**src/rtl/nco_pkg.sv**
```systemverilog
// Shared types for the NCO tuning controller and its phase accumulator.
// The stepped FCW ramp is compiled in only when NCO_TUNER_RAMP_EN is defined.
package nco_pkg;

    typedef logic [31:0] fcw_t;
    typedef logic [1:0]  quad_t;

    typedef enum logic [1:0] {
        IDLE   = 2'd0,
        RAMP   = 2'd1,
        SETTLE = 2'd2
    } nco_state_e;

    // Counter width able to hold 0..n-1, never narrower than one bit.
    function automatic int unsigned cnt_width(input int unsigned n);
        return (n > 1) ? $clog2(n) : 1;
    endfunction

endpackage

```
**src/rtl/phase_accumulator.sv**
```systemverilog
// Free-running NCO phase accumulator; the quadrant output is the top two
// bits of the accumulator register itself, so it carries no extra latency.
module phase_accumulator
    import nco_pkg::*;
#(
    parameter int unsigned FCW_W = 32
) (
    input  logic             clk,
    input  logic             reset_n,
    input  logic [FCW_W-1:0] fcw,
    output quad_t            phase
);

    logic [FCW_W-1:0] acc_q;
    logic [FCW_W-1:0] acc_d;

    always_comb begin
        acc_d = acc_q + fcw;
    end

    always_ff @(posedge clk or negedge reset_n) begin
        if (!reset_n) begin
            acc_q <= '0;
        end else begin
            acc_q <= acc_d;
        end
    end

    assign phase = acc_q[FCW_W-1 -: 2];

endmodule

```
**src/rtl/nco_tuner.sv**
```systemverilog
// NCO tuning controller: accepts target FCWs and slews the live FCW toward them.
// Define NCO_TUNER_RAMP_EN for the stepped ramp; otherwise the FCW jumps in one cycle.
module nco_tuner
    import nco_pkg::*;
#(
    parameter int unsigned      FCW_W         = 32,
    parameter logic [FCW_W-1:0] RESET_FCW     = '0,
    parameter logic [FCW_W-1:0] RAMP_STEP     = FCW_W'(32'h0010_0000),
    parameter int unsigned      RAMP_DWELL    = 4,
    parameter int unsigned      SETTLE_CYCLES = 16
) (
    input  logic             clk,
    input  logic             reset_n,
    input  logic             req_valid,
    input  logic [FCW_W-1:0] req_fcw,
    output logic             req_ready,
    output logic             busy,
    output logic             locked,
    output logic [FCW_W-1:0] fcw,
    output quad_t            phase
);

    localparam int unsigned     ST_W    = cnt_width(SETTLE_CYCLES);
    localparam logic [ST_W-1:0] ST_LAST = ST_W'(SETTLE_CYCLES - 1);

    nco_state_e       state_q, state_d;
    logic [FCW_W-1:0] fcw_q, fcw_d;
    logic [FCW_W-1:0] target_q, target_d;
    logic [ST_W-1:0]  settle_q, settle_d;
    logic             req_ready_q, req_ready_d;
    logic             busy_q, busy_d;
    logic             locked_q, locked_d;
    logic             accept;

`ifdef NCO_TUNER_RAMP_EN
    localparam int unsigned     DW_W    = cnt_width(RAMP_DWELL);
    localparam logic [DW_W-1:0] DW_LAST = DW_W'(RAMP_DWELL - 1);

    logic [DW_W-1:0]  dwell_q, dwell_d;
    logic             going_up;
    logic [FCW_W-1:0] gap;
    logic [FCW_W-1:0] stride;
    logic [FCW_W-1:0] step_fcw;

    // One bounded step toward the target; the final step may be partial.
    always_comb begin
        going_up = (target_q >= fcw_q);
        gap      = going_up ? (target_q - fcw_q) : (fcw_q - target_q);
        stride   = (gap > RAMP_STEP) ? RAMP_STEP : gap;
        step_fcw = going_up ? (fcw_q + stride) : (fcw_q - stride);
    end
`else
    logic unused_ramp_cfg;
    assign unused_ramp_cfg = ^{RAMP_STEP, 32'(RAMP_DWELL)};
`endif

    always_comb begin
        state_d  = state_q;
        fcw_d    = fcw_q;
        target_d = target_q;
        settle_d = settle_q;
`ifdef NCO_TUNER_RAMP_EN
        dwell_d  = dwell_q;
`endif
        accept   = req_valid && req_ready_q;

        case (state_q)
            IDLE, SETTLE: begin
                if (state_q == SETTLE) begin
                    if (settle_q == ST_LAST) begin
                        state_d = IDLE;
                    end else begin
                        settle_d = settle_q + ST_W'(1);
                    end
                end
                // A new request overrides any settling in progress.
                if (accept) begin
                    target_d = req_fcw;
                    settle_d = '0;
`ifdef NCO_TUNER_RAMP_EN
                    dwell_d  = '0;
`endif
                    state_d  = (req_fcw == fcw_q) ? SETTLE : RAMP;
                end
            end

            RAMP: begin
`ifdef NCO_TUNER_RAMP_EN
                if (dwell_q == DW_LAST) begin
                    dwell_d = '0;
                    fcw_d   = step_fcw;
                    if (step_fcw == target_q) begin
                        state_d  = SETTLE;
                        settle_d = '0;
                    end
                end else begin
                    dwell_d = dwell_q + DW_W'(1);
                end
`else
                fcw_d    = target_q;
                state_d  = SETTLE;
                settle_d = '0;
`endif
            end

            default: begin
                state_d = IDLE;
            end
        endcase

        req_ready_d = (state_d != RAMP);
        busy_d      = (state_d != IDLE);
        locked_d    = (state_d == IDLE) && (fcw_d == target_d);
    end

    always_ff @(posedge clk or negedge reset_n) begin
        if (!reset_n) begin
            state_q     <= IDLE;
            fcw_q       <= RESET_FCW;
            target_q    <= RESET_FCW;
            settle_q    <= '0;
            req_ready_q <= 1'b1;
            busy_q      <= 1'b0;
            locked_q    <= 1'b1;
        end else begin
            state_q     <= state_d;
            fcw_q       <= fcw_d;
            target_q    <= target_d;
            settle_q    <= settle_d;
            req_ready_q <= req_ready_d;
            busy_q      <= busy_d;
            locked_q    <= locked_d;
        end
    end

`ifdef NCO_TUNER_RAMP_EN
    always_ff @(posedge clk or negedge reset_n) begin
        if (!reset_n) begin
            dwell_q <= '0;
        end else begin
            dwell_q <= dwell_d;
        end
    end
`endif

    // The accumulator integrates the registered FCW, so a new FCW shows up
    // in the phase one edge after it appears on the fcw output.
    phase_accumulator #(
        .FCW_W (FCW_W)
    ) u_phase_acc (
        .clk     (clk),
        .reset_n (reset_n),
        .fcw     (fcw_q),
        .phase   (phase)
    );

    assign fcw       = fcw_q;
    assign req_ready = req_ready_q;
    assign busy      = busy_q;
    assign locked    = locked_q;

endmodule

```
**config.mk**
```make
export PLATFORM = sky130hd
export DESIGN_NAME = nco_tuner
export DESIGN_NICKNAME = d
export VERILOG_FILES = /design/src/rtl/nco_pkg.sv /design/src/rtl/phase_accumulator.sv /design/src/rtl/nco_tuner.sv
export SDC_FILE = /design/constraint.sdc
export NUM_CORES = 1
export LEC_CHECK = 0
export CAP_MARGIN = 20
export CORE_UTILIZATION = 57
export DETAILED_ROUTE_END_ITERATION = 6
export GPL_TIMING_DRIVEN = 0
export PLACE_DENSITY = 0.81
export SYNTH_ARGS = -nofsm -noshare
export SYNTH_HDL_FRONTEND = slang
export SYNTH_SLANG_ARGS = --single-unit
```
**constraint.sdc**
```tcl
create_clock -name clk -period 3.15 [get_ports clk]
set_input_delay 0.63 -clock clk [delete_from_list [all_inputs] [get_ports clk]]
set_output_delay 0.63 -clock clk [all_outputs]
set_load 0.01 [all_outputs]
```
# --- After elaboration in Yosys (flattened, before gate mapping) ---
# Cells that the tools add are included.
totals:
  ff_bits: 105
  in_bits: 35
  out_inout_bits: 37
op_classes:
  n_reduce_logical: 8
  eq_ne: 8
  muxes: 12
  addsub: 2
op_table:
  columns: ["operator", "count"]
  rows:
  - ["two-way mux 32 bit", 3]
  - ["equality test 32 bit", 2]
  - ["adder 32 bit", 1]
  - ["two-way mux 4 bit", 3]
  - ["two-way mux 2 bit", 4]
  - ["case mux 4 bit (2 select lines)", 1]
  - ["!= test 3 bit (second input constant)", 2]
  - ["adder 4 x 1 -> 4 bit (second input constant)", 1]
  - ["equality test 4 bit (second input constant)", 1]
  - ["zero test 2 bit", 2]
  - ["case mux 2 bit (2 select lines)", 1]
  - ["nonzero test 2 bit", 2]
  - ["AND reduction 3 bit", 1]
  - ["equality test 2 x 1 -> 1 bit (second input constant)", 1]
  - ["equality test 2 bit (second input constant)", 1]
  - ["logical AND 1 bit", 2]
  - ["!= test 2 x 1 -> 1 bit (second input constant)", 1]
  - ["OR reduction 2 bit", 1]

# --- Logic depth before layout (Yosys ltp) ---
# Gate-level depths: netlist of the first run.
depth:
  ltp_word: 7
  ltp_mapped: 9
  mapped_depth_nobuf: 8

# --- Hierarchy ---
# Synthesis of the first run repeated with hierarchy kept, for this count alone.
unflattened:
  cells_unflattened: 664
  area_unflattened_um2: 6212.2
by_module_without_submodules:
  columns: ["mod", "instances", "cells_per_inst", "area_each_um2"]
  rows:
  - ["nco_tuner", 1, 397, 3681.0]
  - ["phase_accumulator", 1, 267, 2531.2]

# --- Worst setup path before layout of the first run ---
# OpenSTA, ideal clock, no wires.
synth_path:
  path_kind: "register to register"
  start: "register fcw_q[0] (netlist: fcw[0])"
  end: "register u_phase_acc.acc_q[28]"
  path_buffers: 0
  t_arrival_ps: 2498
  stages_incl_launch_ff: 9
  setup_time_ps: 120
  synth_period_minus_slack_ps: 2617
  setup_slack_ps: 533
  path_cell_list: "dfrtp_1 > ha_1 > fa_1 > a21o_1 > a31o_1 > a31oi_4 > a2111oi_2 > or4_1 > and3_1"
synth_via:
  elab_chain_len: 1
synth_rtl:
  columns: ["element", "line_no", "text"]
  rows:
  - ["start, declared", "nco_tuner.sv:27", "logic [FCW_W-1:0] fcw_q, fcw_d;"]
  - ["start signal, assigned", "nco_tuner.sv:127", "fcw_q <= fcw_d;"]
  - ["adder 32 bit", "phase_accumulator.sv:18", "acc_d = acc_q + fcw;"]
  - ["via u_phase_acc.acc_d[28]", "phase_accumulator.sv:15", "logic [FCW_W-1:0] acc_d;"]
  - ["end signal, assigned", "phase_accumulator.sv:23", "acc_q <= '0;"]
  - ["end signal, assigned", "phase_accumulator.sv:25", "acc_q <= acc_d;"]
  - ["end, declared", "phase_accumulator.sv:14", "logic [FCW_W-1:0] acc_q;"]
# The timed path passes the listed nets, and every way through them passes these cells.
# A chain may end at the register's enable or synchronous reset.

# --- Worst setup path in the final report of the first run ---
# Same ends and word-level chain as after synthesis.

==> results.py, run 1 <==
metrics = {
    "outcome": {
        "outcome": "complete, no violations",
    },
    "worst_hold_path": {
        "hp-class": "input port to asynchronous set/reset pin",
    },
    "placed_design": {
        "post-dp-hpwl_um": 12920,
        "post-place-cells": 892,
        "globalplace.congestion": 0.9026,
        "place_ws_ps": 196.7,
        "io_buffers": 71,
    },
    "worst_setup_path": {
        "endpoint_kind": "register",
        "rr_worst_depth": 8,
        "path_class": "register to register",
        "r2r-start": "fcw[0]",
        "cp.required_ps": 3400,
        "r2r_slack_ps": 210,
        "rr_endpoint": "u_phase_acc.acc_q[28]",
        "crit_arrival_ps": 3190,
        "startpoint": "fcw[0]",
        "start_kind": "register",
        "cp_max_fo": 7,
    },
    "timing": {
        "worst_pin_slew_ps": 800.1,
        "drv_slew": 0,
        "hold_viol": 0,
        "setup_viol": 0,
        "fin_ws_ps": 212.4,
        "fin_crit_sh_pct": 93.26,
        "maxSlewHeadroom_pct": 46.17,
        "skew_ps": 9.315,
        "hold_slack_ps": 349.6,
        "finalWorstPathRequiredPeriod_ps": 2938,
        "rsz0062_at_grt": "false",
        "clock.fmax_ghz": 0.3404,
    },
    "synth": {
        "postSynthAreaPerCell_um2": 9.459,
        "syn_nets": 748,
        "synth_commonest_cells": "nand2_1 (137), dfrtp_1 (103), xnor2_1 (51)",
        "synthCells": 680,
        "synth.most_common_cell": "nand2_1",
        "synth_top_area_share_pct": 40.07,
        "synth.area.top_cells": "dfrtp_1 (40%), nand2_1 (8.0%), xnor2_1 (6.9%), ha_1 (6.2%), xor2_1 (5.4%)",
        "ys_ff_latch": 105,
        "synth.cell_area_um2": 6432,
        "yosysTopAreaCell": "dfrtp_1",
        "yosysSeqAreaShare_pct": 40.89,
        "synth-edff-count": 0,
        "synthDistinctLibCells": 66,
        "yosys_warnings": 0,
        "synthArstFlopShare_pct": 100.0,
        "ys.flop_type": "dfrtp_1",
    },
    "power_and_ir_drop": {
        "peakVddDrop_mv": 0.8528,
        "leakagePower_nw": 3.372,
        "totalPowerFinal_w": 0.008930,
        "pwr-share-clk_pct": 12.4,
        "powerDensity_nw_per_um2": 1171,
        "swShare_pct": 45.91,
        "switchingPower_w": 0.004099,
        "p_int_w": 0.004830,
        "seq_power_share_pct": 28.1,
        "p_comb_share_pct": 59.6,
    },
    "clocking": {
        "postCtsHoldBufs": 0,
        "cts_buffers": 9,
        "cts_setup_buffers": 0,
        "cts_resized": 0,
        "clock_latency_ps": 360,
        "cts_max_level": 3,
        "cts_tree": "done",
        "clkSlewWorstSetupHoldPaths_ps": 70,
        "root_buffer": "clkbuf_16",
        "clkSinkCount": 105,
        "cts_buffer_depth": 2,
    },
    "global_routing": {
        "first_global_vias": 5354,
        "grt_overflow_total": 0,
        "grtUsageTotal_pct": 32.42,
        "grt_first_pass_wirelength_um": 28170,
        "antenna_found_initial": 0,
        "grt_max_degree": 59,
    },
    "drt": {
        "drtIter0Drc": 427,
        "firstDrtPassIters": 5,
        "totalWireLength_um": 17560,
        "vias_per_cell": 6.021,
        "antenna_left": 0,
        "num_vias": 5467,
        "wl_per_cell_um": 19.33,
        "drc": 0,
    },
    "layout": {
        "fill_cells": 853,
        "layout.nets": 831,
        "drive_above_1_share_pct": 8.073,
        "syn2layout_area_growth_pct": 18.54,
        "n_antenna_cell": 0,
        "finalNonFillerCells": 908,
    },
    "floorplan": {
        "dieArea_um2": 11710,
        "ios": 72,
        "die_w_um": 108.2,
        "die_h_um": 108.2,
        "rows": 38,
        "core_um2": 10940,
        "start_util_pct": 58.82,
    },
    "flow_run": {
        "cap_violations": 0,
    },
}
-- cell type report --
class / count / area [um2] / share of cell area [%]
Inverter: 14 / 52.55 / 0.6892
Multi-Input combinational cell: 535 / 3607 / 47.31
Buffer: 26 / 142.6 / 1.871
Timing Repair Buffer: 72 / 735.7 / 9.649
Sequential cell: 105 / 2630 / 34.49
Clock buffer: 11 / 242.7 / 3.183
Tap cell: 140 / 175.2 / 2.297
Clock inverter: 5 / 38.79 / 0.5087
-- critical path, stage by stage, from the launching register on --
cell and delay (ps):
dfrtp_1 480, ha_1 300, fa_1 450, a21o_1 230
a31o_1 260, a31oi_4 340, a2111oi_2 150, or4_1 470
and3_1 150
-- power by group through the flow --
stage	logic [W]	clock network, W	registers [W]
finish	0.00532	0.00110	0.00251
global route	0.00588	0.00117	0.00257
CTS	0.00526	0.00112	0.00250
detailed placement	0.00520	0	0.00252
global placement	0.00506	0	0.00248
floorplan	0.00371	0	0.00241
-- per-stage QoR --
step | utilization [%] | area [um2] | setup TNS [ps]
final | 69.73 | 7625 | 0
after global routing | 69.73 | 7625 | 0
after detailed placement | 67.15 | 7343 | 0
after floorplan | - | 6432 | 0
after global placement | 66.92 | 7318 | -255580
after CTS | 69.73 | 7625 | 0
-- state kept, by name, indices dropped and copies added, names as in the netlist --
| register | cells |
|---|---|
| state_q | 2 |
| locked | 1 |
| fcw | 32 |
| u_phase_acc.acc_q | 32 |
| target_q | 32 |
| busy | 1 |
| req_ready | 1 |
| settle_q | 4 |
-- cell families (layout without fill, tap and decap cells) --
logic type	Yosys count	in the layout	share of synthesized area, %
fa+ha+maj	33	33	6.536
buf+inv	40	128	3.034
flops	105	105	40.89
xor+xnor	91	91	12.39
compound gates	151	151	15.54
simple gates	232	232	16.40
mux	28	28	5.213
-- routing by layer --
metal	routed length, um	vias up	share of wire [%]	track usage [%]
li1	-	2566	-	-
met1	7866	2634	45	44.50
met2	8286	238	47	51.50
met3	1001	29	5.7	5.606
met4	400	0	2.3	11.84
met5	0	-	0	0
-- layout by cell type, fill, tap and decap left out, drive strengths merged, types with 3 or more instances in the layout --
cell / count
o21a: 4
and2: 5
nand4: 11
ha: 32
o31ai: 3
and4b: 3
o221ai: 3
nor3: 12
a211oi: 11
nor4: 10
nand2: 137
buf: 17
nor2: 27
clkbuf: 22
a211o: 3
nor2b: 3
a311oi: 3
a21oi: 47
o21bai: 4
mux2: 26
a221o: 4
o211ai: 7
and3: 3
o21ai: 31
dfrtp: 103
a21o: 7
o22ai: 4
nand3: 8
xor2: 40
nand2b: 3
xnor2: 51
a31oi: 4
inv: 16
clkdlybuf4s50: 70
-- how the worst max path moves through the flow --
stage / end / cells past startpoint
CTS: u_phase_acc.acc_q[28] / 8
detailed placement: locked / 8
finish: u_phase_acc.acc_q[28] / 8
global route: u_phase_acc.acc_q[28] / 8
global placement: fcw[21] / 1
floorplan: u_phase_acc.acc_q[28] / 8
Power figures use the tool's default switching activity.
==> run 2, diff against run 1 <==
- GPL_ROUTABILITY_DRIVEN: unset -> 0
- MAX_ROUTING_LAYER: unset -> met4
- SLEW_MARGIN: unset -> 20
==> results.py, run 2 (synthesis gave the netlist of run 1 again) <==
metrics = {
    "layout": {
        "final_common_cell": "nand2_1",
        "layout.nets": 831,
        "n_antenna_cell": 0,
        "drive_above_1_share_pct": 7.682,
        "syn2layout_area_growth_pct": 18.25,
        "layout_common_cells": "nand2_1 (137), dfrtp_1 (103), clkdlybuf4s50_1 (70)",
        "multi_input_area_um2": 3607,
        "fill_cells": 874,
        "seq_area_um2": 2630,
        "fin_area_um2": 7606,
    },
    "placed_design": {
        "io_buffers": 71,
        "post-dp-hpwl_um": 12790,
        "place_ws_ps": 218.9,
        "postPlaceCellArea_um2": 7347,
    },
    "floorplan": {
        "core_um2": 10940,
        "rows": 38,
        "dieArea_um2": 11710,
        "ios": 72,
        "start_util_pct": 58.82,
        "die_w_um": 108.2,
        "die_h_um": 108.2,
    },
    "clocking": {
        "root_buffer": "clkbuf_16",
        "cts_tree": "done",
        "clock_latency_ps": 350,
        "clkSinkCount": 105,
        "postCtsHoldBufs": 0,
        "cts_buffers": 9,
        "cts_setup_buffers": 0,
        "cts_buffer_depth": 2,
        "cts_max_level": 3,
        "cts_resized": 0,
        "clkSlewWorstSetupHoldPaths_ps": 70,
    },
    "global_routing": {
        "grt_max_degree": 66,
        "first_global_vias": 5354,
        "grt-busiest-layer": "met2",
        "antenna_found_initial": 0,
        "grtUsageMet2_pct": 50.55,
        "grtUsageTotal_pct": 31.98,
        "grt.met3_usage_pct": 4.822,
        "grt_overflow_total": 0,
        "grt_use_met1_pct": 41.64,
        "grt_first_pass_wirelength_um": 27350,
    },
    "flow_run": {
        "cap_violations": 0,
    },
    "timing": {
        "setup_viol": 0,
        "fin_ws_ps": 233.5,
        "fin_crit_sh_pct": 92.59,
        "rsz0062_at_grt": "false",
        "drv_slew": 0,
        "hold_slack_ps": 186.4,
        "worst_pin_slew_ps": 813.8,
        "clock.fmax_ghz": 0.3429,
        "maxSlewHeadroom_pct": 45.25,
        "skew_ps": 5.953,
        "setup_tns_ps": 0,
        "finalWorstPathRequiredPeriod_ps": 2917,
        "hold_viol": 0,
    },
    "worst_setup_path": {
        "endpoint_kind": "register",
        "path_cells": "ha_1 -> fa_1 -> a21o_1 -> a31o_1 -> a31oi_4 -> a2111oi_2 -> or4_1 -> and3_1",
        "path_class": "register to register",
        "start_kind": "register",
        "slowest_delay_ps": 480,
        "crit_arrival_ps": 3160,
        "slowest_stage": "dfrtp_1",
        "cp_max_fo": 7,
        "cp.required_ps": 3390,
    },
    "power_and_ir_drop": {
        "powerDensity_nw_per_um2": 1165,
        "peakVddDrop_mv": 0.7478,
        "leakagePower_nw": 3.365,
    },
    "drt": {
        "antenna_left": 0,
        "wl_per_cell_um": 18.77,
        "totalWireLength_um": 17050,
        "vias_per_cell": 6.067,
        "drtIter0Drc": 551,
        "num_vias": 5509,
        "firstDrtPassIters": 5,
        "drc": 0,
    },
    "outcome": {
        "outcome": "complete, no violations",
    },
    "worst_hold_path": {
        "hp-class": "input port to asynchronous set/reset pin",
    },
}
run 2: changes by cell type in the layout (fill, tap and decap cells not counted):
cell and delta:
clkbuf_1 +3, clkbuf_8 -1, clkinvlp_4 -1, buf_4 -1, buf_6 +1, inv_6 -2
clkinv_2 +1
run 2: area by class of cell:
cell class                 instances  share of cell area, %
inverter                          14                 0.6909
clock inverter                     3                 0.2468
clock buffer                      13                  3.158
multi-input combinational        535                  47.43
timing repair buffer              72                  9.722
buffer                            26                  1.875
sequential                       105                  34.58
tap                              140                  2.303
run 2: where the power goes:
part	total (W)	internal, W	switching (W)
sequential	0.00251	0.00191	0.000593
combinational	0.00531	0.00235	0.00296
clock	0.00104	0.000537	0.000503
run 2: final timing paths:
path,startpoint,endpoint,slack [ps],cells past startpoint
setup / recovery,fcw[0],u_phase_acc.acc_q[28],230,8
hold / removal,reset_n,u_phase_acc.acc_q[4],190,1
setup reg to reg,fcw[0],u_phase_acc.acc_q[28],230,8
hold reg to reg,target_q[3],fcw[3],490,2
max in group asynchronous,reset_n,u_phase_acc.acc_q[20],2310,2
min in group clk,target_q[3],fcw[3],490,2
run 2: critical path, delay by kind of cell (launching register included):
kind	cells	cell delay, ps
simple gates	2	620
compound gates	4	950
flops	1	480
fa+ha+maj	2	750
run 2: through the flow:
step           power (W)  util [%]  cells
2_1_floorplan   0.006117         -    680
3_3_place_gp    0.007478     66.92    891
3_5_place_dp    0.007698     67.19    892
4_1_cts         0.008766     69.55    908
5_1_grt         0.009509     69.55    908
6_report        0.008861     69.55    908
run 2: per-layer routing:
| metal | part of all wire (%) | wire length (um) | up-vias |
|---|---|---|---|
| met5 | 0 | 0 | - |
| met4 | 3.3 | 558 | 0 |
| met3 | 6.0 | 1019 | 47 |
| met2 | 47 | 7996 | 233 |
| met1 | 44 | 7472 | 2660 |
| li1 | - | - | 2569 |
==> run 3, diff against run 2 <==
- CORE_MARGIN: unset -> 4
==> results.py, run 3 (synthesis gave the netlist of run 1 again) <==
metrics = {
    "floorplan": {
        "die_h_um": 114.2,
        "start_util_pct": 58.82,
        "dieArea_um2": 13050,
        "ios": 72,
        "rows": 38,
        "core_um2": 10940,
        "die_w_um": 114.2,
    },
    "timing": {
        "clock.fmax_ghz": 0.3443,
        "worst_pin_slew_ps": 792.9,
        "finalWorstPathRequiredPeriod_ps": 2905,
        "fin_ws_ps": 245.3,
        "setup_viol": 0,
        "rsz0062_at_grt": "false",
        "hold_viol": 0,
        "skew_ps": 10.62,
        "hold_slack_ps": 189.1,
        "drv_slew": 0,
        "maxSlewHeadroom_pct": 46.65,
        "fin_crit_sh_pct": 92.21,
        "setup_tns_ps": 0,
    },
    "power_and_ir_drop": {
        "peakVddDrop_mv": 0.8587,
        "pwr-share-clk_pct": 13.6,
        "switchingPower_w": 0.004114,
        "totalPowerFinal_w": 0.009096,
        "p_int_w": 0.004983,
        "swShare_pct": 45.22,
        "leakagePower_nw": 3.393,
        "powerDensity_nw_per_um2": 1186,
        "p_comb_share_pct": 58.7,
        "seq_power_share_pct": 27.7,
    },
    "flow_run": {
        "cap_violations": 0,
    },
    "clocking": {
        "cts_buffer_depth": 2,
        "cts_tree": "done",
        "cts_max_level": 3,
        "root_buffer": "clkbuf_16",
        "clkSlewWorstSetupHoldPaths_ps": 70,
        "cts_resized": 0,
        "clkSinkCount": 105,
        "postCtsHoldBufs": 0,
        "clock_latency_ps": 350,
        "cts_setup_buffers": 0,
        "cts_buffers": 9,
    },
    "drt": {
        "num_vias": 5565,
        "totalWireLength_um": 17570,
        "wl_per_cell_um": 19.37,
        "antenna_left": 0,
        "drtIter0Drc": 652,
        "firstDrtPassIters": 6,
        "vias_per_cell": 6.136,
        "drc": 0,
    },
    "layout": {
        "final_common_cell": "nand2_1",
        "drive_above_1_share_pct": 7.953,
        "n_antenna_cell": 0,
        "syn2layout_area_growth_pct": 19.20,
        "layout.nets": 831,
        "layout_common_cells": "nand2_1 (137), dfrtp_1 (103), clkdlybuf4s50_1 (70)",
    },
    "global_routing": {
        "grtUsageMet2_pct": 44.65,
        "grt_overflow_total": 0,
        "antenna_found_initial": 0,
        "first_global_vias": 5292,
        "grt.met3_usage_pct": 2.960,
        "grtUsageTotal_pct": 28.16,
        "grt_use_met1_pct": 38.03,
        "grt_first_pass_wirelength_um": 27790,
        "grt_max_degree": 66,
        "grt-busiest-layer": "met2",
    },
    "worst_hold_path": {
        "hp-class": "input port to asynchronous set/reset pin",
    },
    "worst_setup_path": {
        "path_cells": "ha_1 -> fa_1 -> a21o_1 -> a31o_1 -> a31oi_4 -> a2111oi_2 -> or4_1 -> and3_1",
        "startpoint": "fcw[0]",
        "cp.required_ps": 3400,
        "r2r-start": "fcw[0]",
        "endpoint_kind": "register",
        "start_kind": "register",
        "slowest_delay_ps": 480,
        "slowest_stage": "dfrtp_1",
        "cp_max_fo": 7,
        "crit_arrival_ps": 3150,
        "path_class": "register to register",
    },
    "outcome": {
        "outcome": "complete, no violations",
    },
    "placed_design": {
        "io_buffers": 71,
        "post-dp-hpwl_um": 12990,
        "place_ws_ps": 248.4,
    },
}
## run 3: changes by cell type in the layout (fill, tap and decap cells not counted)
cell / before / now
clkinv_4: 1 / 2
clkbuf_8: 0 / 1
clkinv_2: 2 / 0
bufinv_16: 0 / 2
clkbuf_1: 15 / 12
## run 3: worst paths after layout
kind                                    endpoint  slack [ps]  depth (start not counted)
max                        u_phase_acc.acc_q[28]         250                          8
min                         u_phase_acc.acc_q[7]         190                          1
max reg2reg                u_phase_acc.acc_q[28]         250                          8
min reg2reg                 u_phase_acc.acc_q[0]         480                          1
max in group asynchronous            target_q[9]        2310                          2
min in group clk            u_phase_acc.acc_q[0]         480                          1
## run 3: per-stage QoR
step	utilization (%)	area, um2	instances
after floorplan	-	6432	680
after global placement	66.92	7318	891
after detailed placement	67.19	7347	892
after CTS	70.11	7667	907
after global routing	70.11	7667	907
final	70.11	7667	907
## run 3: layout make-up
class                      instances  area, um2
buffer                            26      142.6
clock inverter                     4      77.57
multi-input combinational        535       3607
fill                             825       3268
timing repair buffer              72      739.5
tap                              140      175.2
sequential                       105       2630
inverter                          14      52.55
clock buffer                      11      242.7
## run 3: critical path: cells and delay by family, from the launching register on
| kind | cells | cell delay [ps] |
|---|---|---|
| adder cells (fa/ha/maj) | 2 | 750 |
| flip-flops | 1 | 480 |
| AND/OR/NAND/NOR | 2 | 620 |
| AO/OA/AOI/OAI | 4 | 950 |
## run 3: routing by layer
layer | part of all wire, % | up-vias
li1 | - | 2572
met1 | 42 | 2673
met2 | 48 | 282
met3 | 7.3 | 38
met4 | 2.7 | 0
met5 | 0 | -
## run 3: power groups by stage
| stage | clock network, W | logic (W) | registers (W) |
|---|---|---|---|
| finish | 0.00123 | 0.00534 | 0.00252 |
| CTS | 0.00125 | 0.00526 | 0.00251 |
| floorplan | 0 | 0.00371 | 0.00241 |
| global placement | 0 | 0.00500 | 0.00248 |
| global route | 0.00130 | 0.00582 | 0.00258 |
| detailed placement | 0 | 0.00520 | 0.00252 |
